<file path="config.mk">
export PLATFORM = sky130hd
export DESIGN_NAME = rhd_cmd_sequencer
export DESIGN_NICKNAME = d
export VERILOG_FILES = /design/src/rtl/rhd_cmd_sequencer.sv
export SDC_FILE = /design/constraint.sdc
export NUM_CORES = 1
export LEC_CHECK = 0
export ABC_AREA = 1
export CORE_MARGIN = 2
export CORE_UTILIZATION = 50
export DETAILED_ROUTE_END_ITERATION = 7
export PLACE_DENSITY = 0.79
export SKIP_CTS_REPAIR_TIMING = 1
export SLEW_MARGIN = 40
export SYNTH_ARGS = -nofsm -noshare
export SYNTH_HDL_FRONTEND = slang
export SYNTH_SLANG_ARGS = --single-unit
</file>
<file path="constraint.sdc">
create_clock -name aclk -period 3.12 [get_ports aclk]
set_input_delay 0.468 -clock aclk [delete_from_list [all_inputs] [get_ports aclk]]
set_output_delay 0.468 -clock aclk [all_outputs]
set_load 0.005 [all_outputs]
</file>
<file path="src/rtl/rhd_cmd_sequencer.sv">
// rhd_cmd_sequencer: command-word sequencer for an RHD-style amplifier chip.
// Issues register init, calibration, then continuous CONVERT/aux frames.
module rhd_cmd_sequencer #(
    parameter int NUM_CH      = 32,
    parameter int CAL_DUMMIES = 9
) (
    input  logic        aclk,
    input  logic        aresetn,
    input  logic        start,
    input  logic        stop,
    input  logic        fast_settle,
    input  logic [15:0] batch_len,
    input  logic        cfg_we,
    input  logic [2:0]  cfg_addr,
    input  logic [7:0]  cfg_data,
    output logic [15:0] cmd_word,
    output logic        cmd_valid,
    input  logic        cmd_ready,
    output logic        frame_start,
    output logic        batch_done,
    output logic        busy
);

    typedef enum logic [2:0] {
        S_IDLE,
        S_INIT,
        S_CAL,
        S_RUN,
        S_STOP
    } state_t;

    localparam logic [7:0]  LAST_INIT = 8'd7;
    localparam logic [7:0]  LAST_CAL  = 8'(CAL_DUMMIES);
    localparam logic [7:0]  SLOT_WR   = 8'(NUM_CH);
    localparam logic [7:0]  SLOT_RD   = 8'(NUM_CH + 1);
    localparam logic [7:0]  SLOT_LAST = 8'(NUM_CH + 2);
    localparam logic [15:0] CMD_CAL   = 16'h5500;
    localparam logic [15:0] CMD_DUMMY = 16'hFF00;

    state_t      r_state;
    logic [7:0]  r_idx;
    logic [7:0]  r_shadow [8];
    logic        r_fs;
    logic [2:0]  r_aux;
    logic [15:0] r_frames;
    logic        r_stop_pend;
    logic [15:0] r_word;
    logic        r_valid;
    logic        r_frame_start;
    logic        r_batch_done;

    logic        w_hs;
    logic        w_stop_any;
    logic        w_frame_end;
    logic        w_batch_hit;
    logic        w_fs_eff;
    logic [15:0] w_len;
    logic [16:0] w_frames_inc;
    logic [5:0]  w_aux_reg;
    logic [7:0]  w_sh0;
    state_t      w_nstate;
    logic [7:0]  w_nidx;
    logic [15:0] w_nword;

    assign w_hs         = r_valid & cmd_ready;
    assign w_stop_any   = r_stop_pend | stop;
    assign w_len        = (batch_len == 16'd0) ? 16'd1 : batch_len;
    assign w_frames_inc = {1'b0, r_frames} + 17'd1;
    assign w_batch_hit  = (w_frames_inc >= {1'b0, w_len});
    assign w_aux_reg    = 6'd40 + {3'd0, r_aux};
    // slot 0 is being accepted now, so its fast_settle is not latched yet
    assign w_fs_eff     = (r_idx == 8'd0) ? fast_settle : r_fs;
    assign w_sh0        = {r_shadow[0][7:6], w_fs_eff, r_shadow[0][4:0]};

    always_comb begin
        w_nstate    = r_state;
        w_nidx      = r_idx;
        w_frame_end = 1'b0;
        case (r_state)
            S_INIT: begin
                if (r_idx == LAST_INIT) begin
                    w_nstate = S_CAL;
                    w_nidx   = 8'd0;
                end else begin
                    w_nidx = r_idx + 8'd1;
                end
            end
            S_CAL: begin
                if (r_idx == LAST_CAL) begin
                    w_nstate = S_RUN;
                    w_nidx   = 8'd0;
                end else begin
                    w_nidx = r_idx + 8'd1;
                end
            end
            S_RUN: begin
                if (r_idx == SLOT_LAST) begin
                    w_frame_end = 1'b1;
                    w_nidx      = 8'd0;
                    if (w_stop_any) begin
                        w_nstate = S_STOP;
                    end
                end else begin
                    w_nidx = r_idx + 8'd1;
                end
            end
            default: begin
                w_nstate = r_state;
            end
        endcase
    end

    always_comb begin
        w_nword = 16'h0000;
        case (w_nstate)
            S_INIT: begin
                w_nword = {2'b10, w_nidx[5:0], r_shadow[w_nidx[2:0]]};
            end
            S_CAL: begin
                w_nword = (w_nidx == 8'd0) ? CMD_CAL : CMD_DUMMY;
            end
            S_RUN: begin
                unique case (1'b1)
                    (w_nidx < SLOT_WR):  w_nword = {2'b00, w_nidx[5:0], 8'h00};
                    (w_nidx == SLOT_WR): w_nword = {2'b10, 6'd0, w_sh0};
                    (w_nidx == SLOT_RD): w_nword = {2'b11, w_aux_reg, 8'h00};
                    default:             w_nword = CMD_DUMMY;
                endcase
            end
            default: begin
                w_nword = 16'h0000;
            end
        endcase
    end

    always_ff @(posedge aclk or negedge aresetn) begin
        if (!aresetn) begin
            for (int i = 0; i < 8; i++) begin
                r_shadow[i] <= 8'h00;
            end
        end else if (cfg_we) begin
            r_shadow[cfg_addr] <= cfg_data;
        end
    end

    always_ff @(posedge aclk or negedge aresetn) begin
        if (!aresetn) begin
            r_state       <= S_IDLE;
            r_idx         <= 8'd0;
            r_fs          <= 1'b0;
            r_aux         <= 3'd0;
            r_frames      <= 16'd0;
            r_stop_pend   <= 1'b0;
            r_word        <= 16'h0000;
            r_valid       <= 1'b0;
            r_frame_start <= 1'b0;
            r_batch_done  <= 1'b0;
        end else begin
            r_frame_start <= 1'b0;
            r_batch_done  <= 1'b0;
            unique case (r_state)
                S_IDLE: begin
                    if (start && !stop) begin
                        r_state     <= S_INIT;
                        r_idx       <= 8'd0;
                        r_aux       <= 3'd0;
                        r_frames    <= 16'd0;
                        r_stop_pend <= 1'b0;
                        r_valid     <= 1'b1;
                        r_word      <= {2'b10, 6'd0, r_shadow[0]};
                    end
                end
                S_INIT, S_CAL, S_RUN: begin
                    if (stop) begin
                        r_stop_pend <= 1'b1;
                    end
                    if (w_hs) begin
                        r_state <= w_nstate;
                        r_idx   <= w_nidx;
                        r_word  <= w_nword;
                        r_valid <= (w_nstate != S_STOP);
                        if (r_state == S_RUN && r_idx == 8'd0) begin
                            r_fs          <= fast_settle;
                            r_frame_start <= 1'b1;
                        end
                        if (w_frame_end) begin
                            r_aux <= (r_aux == 3'd4) ? 3'd0 : r_aux + 3'd1;
                            if (w_batch_hit) begin
                                r_batch_done <= 1'b1;
                                r_frames     <= 16'd0;
                            end else begin
                                r_frames <= w_frames_inc[15:0];
                            end
                        end
                    end
                end
                S_STOP: begin
                    r_state     <= S_IDLE;
                    r_valid     <= 1'b0;
                    r_stop_pend <= 1'b0;
                    r_frames    <= 16'd0;
                end
                default: begin
                    r_state <= S_IDLE;
                    r_valid <= 1'b0;
                end
            endcase
        end
    end

    assign cmd_word    = r_word;
    assign cmd_valid   = r_valid;
    assign frame_start = r_frame_start;
    assign batch_done  = r_batch_done;
    assign busy        = (r_state != S_IDLE);

endmodule

</file>
==> impl_metrics.csv <==
group,metric,value,unit
synth,synth-seq-cells,115,
worst_setup_path,crit_type,"flop to flop",
synth,ys_seq_area_share,44.5,%
route,drt_iter0_markers,497,
synth,synthCells,848,
synth,synth_edf_count,0,
final_layout,layout.nets,973,
synth,ys.warnings.count,0,
worst_setup_path,crit_chain,"nand3_2, nor2_4, nand2_1, nor3_2, nand3_1, nor2_2, nand2_1, xor2_1, inv_1, ha_1, nand2_1, nor3_1, nand2_1, nor2_1, nor3_2, nand2_4, clkinvlp_4, nand3_1, o21ai_0",
power_and_ir_drop,power_density,870,nW/um2
grt,grt_antenna_before_repair,0,
placed_design,dpl.hpwl,10800,um
worst_setup_path,r2r-end,"r_frames[9]",
clock_tree,clk_pin_slew_worst_paths,50,ps
synth,synth-main-ff-cell,"dfrtp_1",
worst_setup_path,critical_path.max_fanout,7,
final_layout,diodes,0,
synth,syn-num-nets,905,
timing,period_needed,3040,ps
clock_tree,cts_sinks,115,
route,vias,5890,
route,ant_nets,0,
synth,synth.area.top_cells,"dfrtp_1, nand2_1, o21ai_0",
route,vias_per_cell,5.35,
timing,worstMarginPinSlew,536,ps
route,drc_errors,0,
clock_tree,htreeDepth,4,
synth,netlist_area,6460,um2
clock_tree,root_buffer,"clkbuf_16",
worst_setup_path,cp.arrival,3340,ps
timing,hold_viol,0,
final_layout,multi_input_area,3170,um2
floorplan,start_util,51.2,%
power_and_ir_drop,ir_drop,0.000628,V
worst_setup_path,endpoint,"r_frames[9]",
floorplan,row_count,41,
timing,post-route-worst-setup-slack,78.8,ps
synth,yosysMostFrequentCell,"nand2_1",
timing,relSlewSlack,64.0,%
worst_setup_path,crit-reg2reg-launch,"r_frames[0]",
power_and_ir_drop,p_leak,3.88,nW
placed_design,place_area,7190,um2
final_layout,final_area,7960,um2
floorplan,die_x,118,um
clock_tree,cts_buffer_depth,2,
worst_setup_path,cp_num_buf_inv,2,
status,status,"finished, final reports clean",
clock_tree,cts_made_buffers,17,
grt,grt_pass1_wl,26900,um
worst_hold_path,hp-class,"flop to flop",
worst_setup_path,slowest_stage,"dfrtp_1",
placed_design,io_buffers,53,
worst_setup_path,critPathLaunchType,"flop",
worst_setup_path,ff2ff_path_depth,19,
worst_setup_path,crit_required,3420,ps
floorplan,die_area,13800,um2
placed_design,pre_cts_ws,64.3,ps
timing,drv_slew,0,
final_layout,area_growth,23.1,%
worst_setup_path,startpoint,"r_frames[0]",
final_layout,ff_latch_area,2880,um2
worst_setup_path,cp_slowest_stage_delay,420,ps
placed_design,globalplace.congestion,0.918,
synth,yosys.area.top_type_share,44.5,%
floorplan,pin_count,54,
worst_setup_path,endpoint_kind,"flop",
timing,skew,7.24,ps
route,wl_per_cell,14.9,um
worst_setup_path,r2r_slack,80,ps
worst_setup_path,crit_top_cell,"nand2_1",
worst_setup_path,cp_num_cells,19,
final_layout,drive_gt1_share,10.3,%
timing,fmax,329,MHz
synth,async_flop_share,100,%
clock_tree,cts_tree,"done",
final_layout,fill_cells,1120,
final_layout,final_core_util,63.0,%
timing,setup-violations-final,0,
run,cap_violations,0,
worst_setup_path,crit_family,"simple AND/OR/NAND/NOR gates",
route,drt-total-wl,16400,um
synth,yosys.area.top_type,"dfrtp_1",
floorplan,core,12600,um2
grt,globalRouteOverflowTotal,0,
grt,track_usage,24.5,%
synth,synthTopCellsByCount,"nand2_1, dfrtp_1, o21ai_0, inv_1, nor2_1",
floorplan,die_h,118,um
timing,min_period_over_period,97.5,%
synth,synth_cell_types,42,
route,drt_first_pass_iters,5,
grt,grt_max_degree,57,
timing,hold_slack,478,ps
clock_tree,clock_latency,430,ps
grt,grt_pass1_vias,5552,
synth,synth.avg_cell_area,7.62,um2
==> report_power, final <==
group          total [W]  internal (W)  switching, W  leakage (nW)
clock network    0.00211       0.00140      0.000707         0.306
registers        0.00203       0.00182      0.000213          1.47
logic            0.00278       0.00104       0.00174          2.10
==> layout by cell type, fill, tap and decap left out, types with 7 or more instances in the layout <==
cell type,Yosys,layout
a21oi_1,26,26
buf_4,1,17
clkbuf_16,0,17
clkdlybuf4s50_1,0,52
dfrtp_1,115,115
ha_1,23,22
inv_1,93,92
nand2_1,226,225
nand3_1,58,55
nand4_1,19,19
nor2_1,80,75
o211ai_1,7,7
o21ai_0,97,95
or2_2,13,13
xor2_1,13,13
==> layout make-up <==
type                       instances  share of cell area [%]
sequential                       115                    36.2
multi-input combinational        611                    39.8
inverter                          99                    4.73
clock inverter                     7                    1.84
timing repair buffer              71                    8.52
tap                              172                    2.71
timing repair inverter             1                  0.0944
clock buffer                      25                    6.10
==> routing by layer <==
layer / GRT usage (%) / wire length, um / up-vias
met3: 6.44 / 851 / 26
met4: 7.83 / 286 / 0
met2: 38.5 / 7800 / 156
li1: - / - / 2917
met1: 33.0 / 7490 / 2791
met5: 0 / 0 / -
==> worst min-delay path by stage <==
stage                     slack, ps          from           end  depth (start not counted)
after detailed placement        400       aresetn      r_idx[6]                          1
after CTS                       -40       aresetn      r_idx[6]                          1
final                           480  r_shadow[54]  r_shadow[54]                          2
after global routing            500  r_shadow[17]  r_shadow[17]                          2
after floorplan                 170       aresetn    batch_done                          0
after global placement          400       aresetn      r_idx[6]                          1
==> flip-flops by register name, summed over array words and instances, names as in the netlist <==
name	count
r_fs	1
cmd_word	16
cmd_valid	1
r_aux	3
r_frames	16
frame_start	1
batch_done	1
r_stop_pend	1
r_state	3
r_idx	8
r_shadow	64
==> worst min-delay path: stages, from the launching register on <==
cell and delay (ps):
dfrtp_1 340, nand2_1 50, o21ai_0 60
==> through the flow <==
step | power [W] | instances | setup TNS (ps)
after CTS | 0.00690 | 1093 | -996
after global placement | 0.00473 | 1061 | 0
after detailed placement | 0.00479 | 1061 | 0
after floorplan | 0.00386 | 848 | 0
final | 0.00692 | 1101 | 0
after global routing | 0.00736 | 1101 | -627
==> logic make-up after synthesis <==
| family | share of synthesized area, % |
|---|---|
| simple gates | 28.1 |
| fa+ha+maj | 4.45 |
| mux | 0.349 |
| flops | 44.5 |
| buf+inv | 7.50 |
| compound gates | 13.0 |
| xor+xnor | 2.03 |
(Power assumes the default switching activity.)
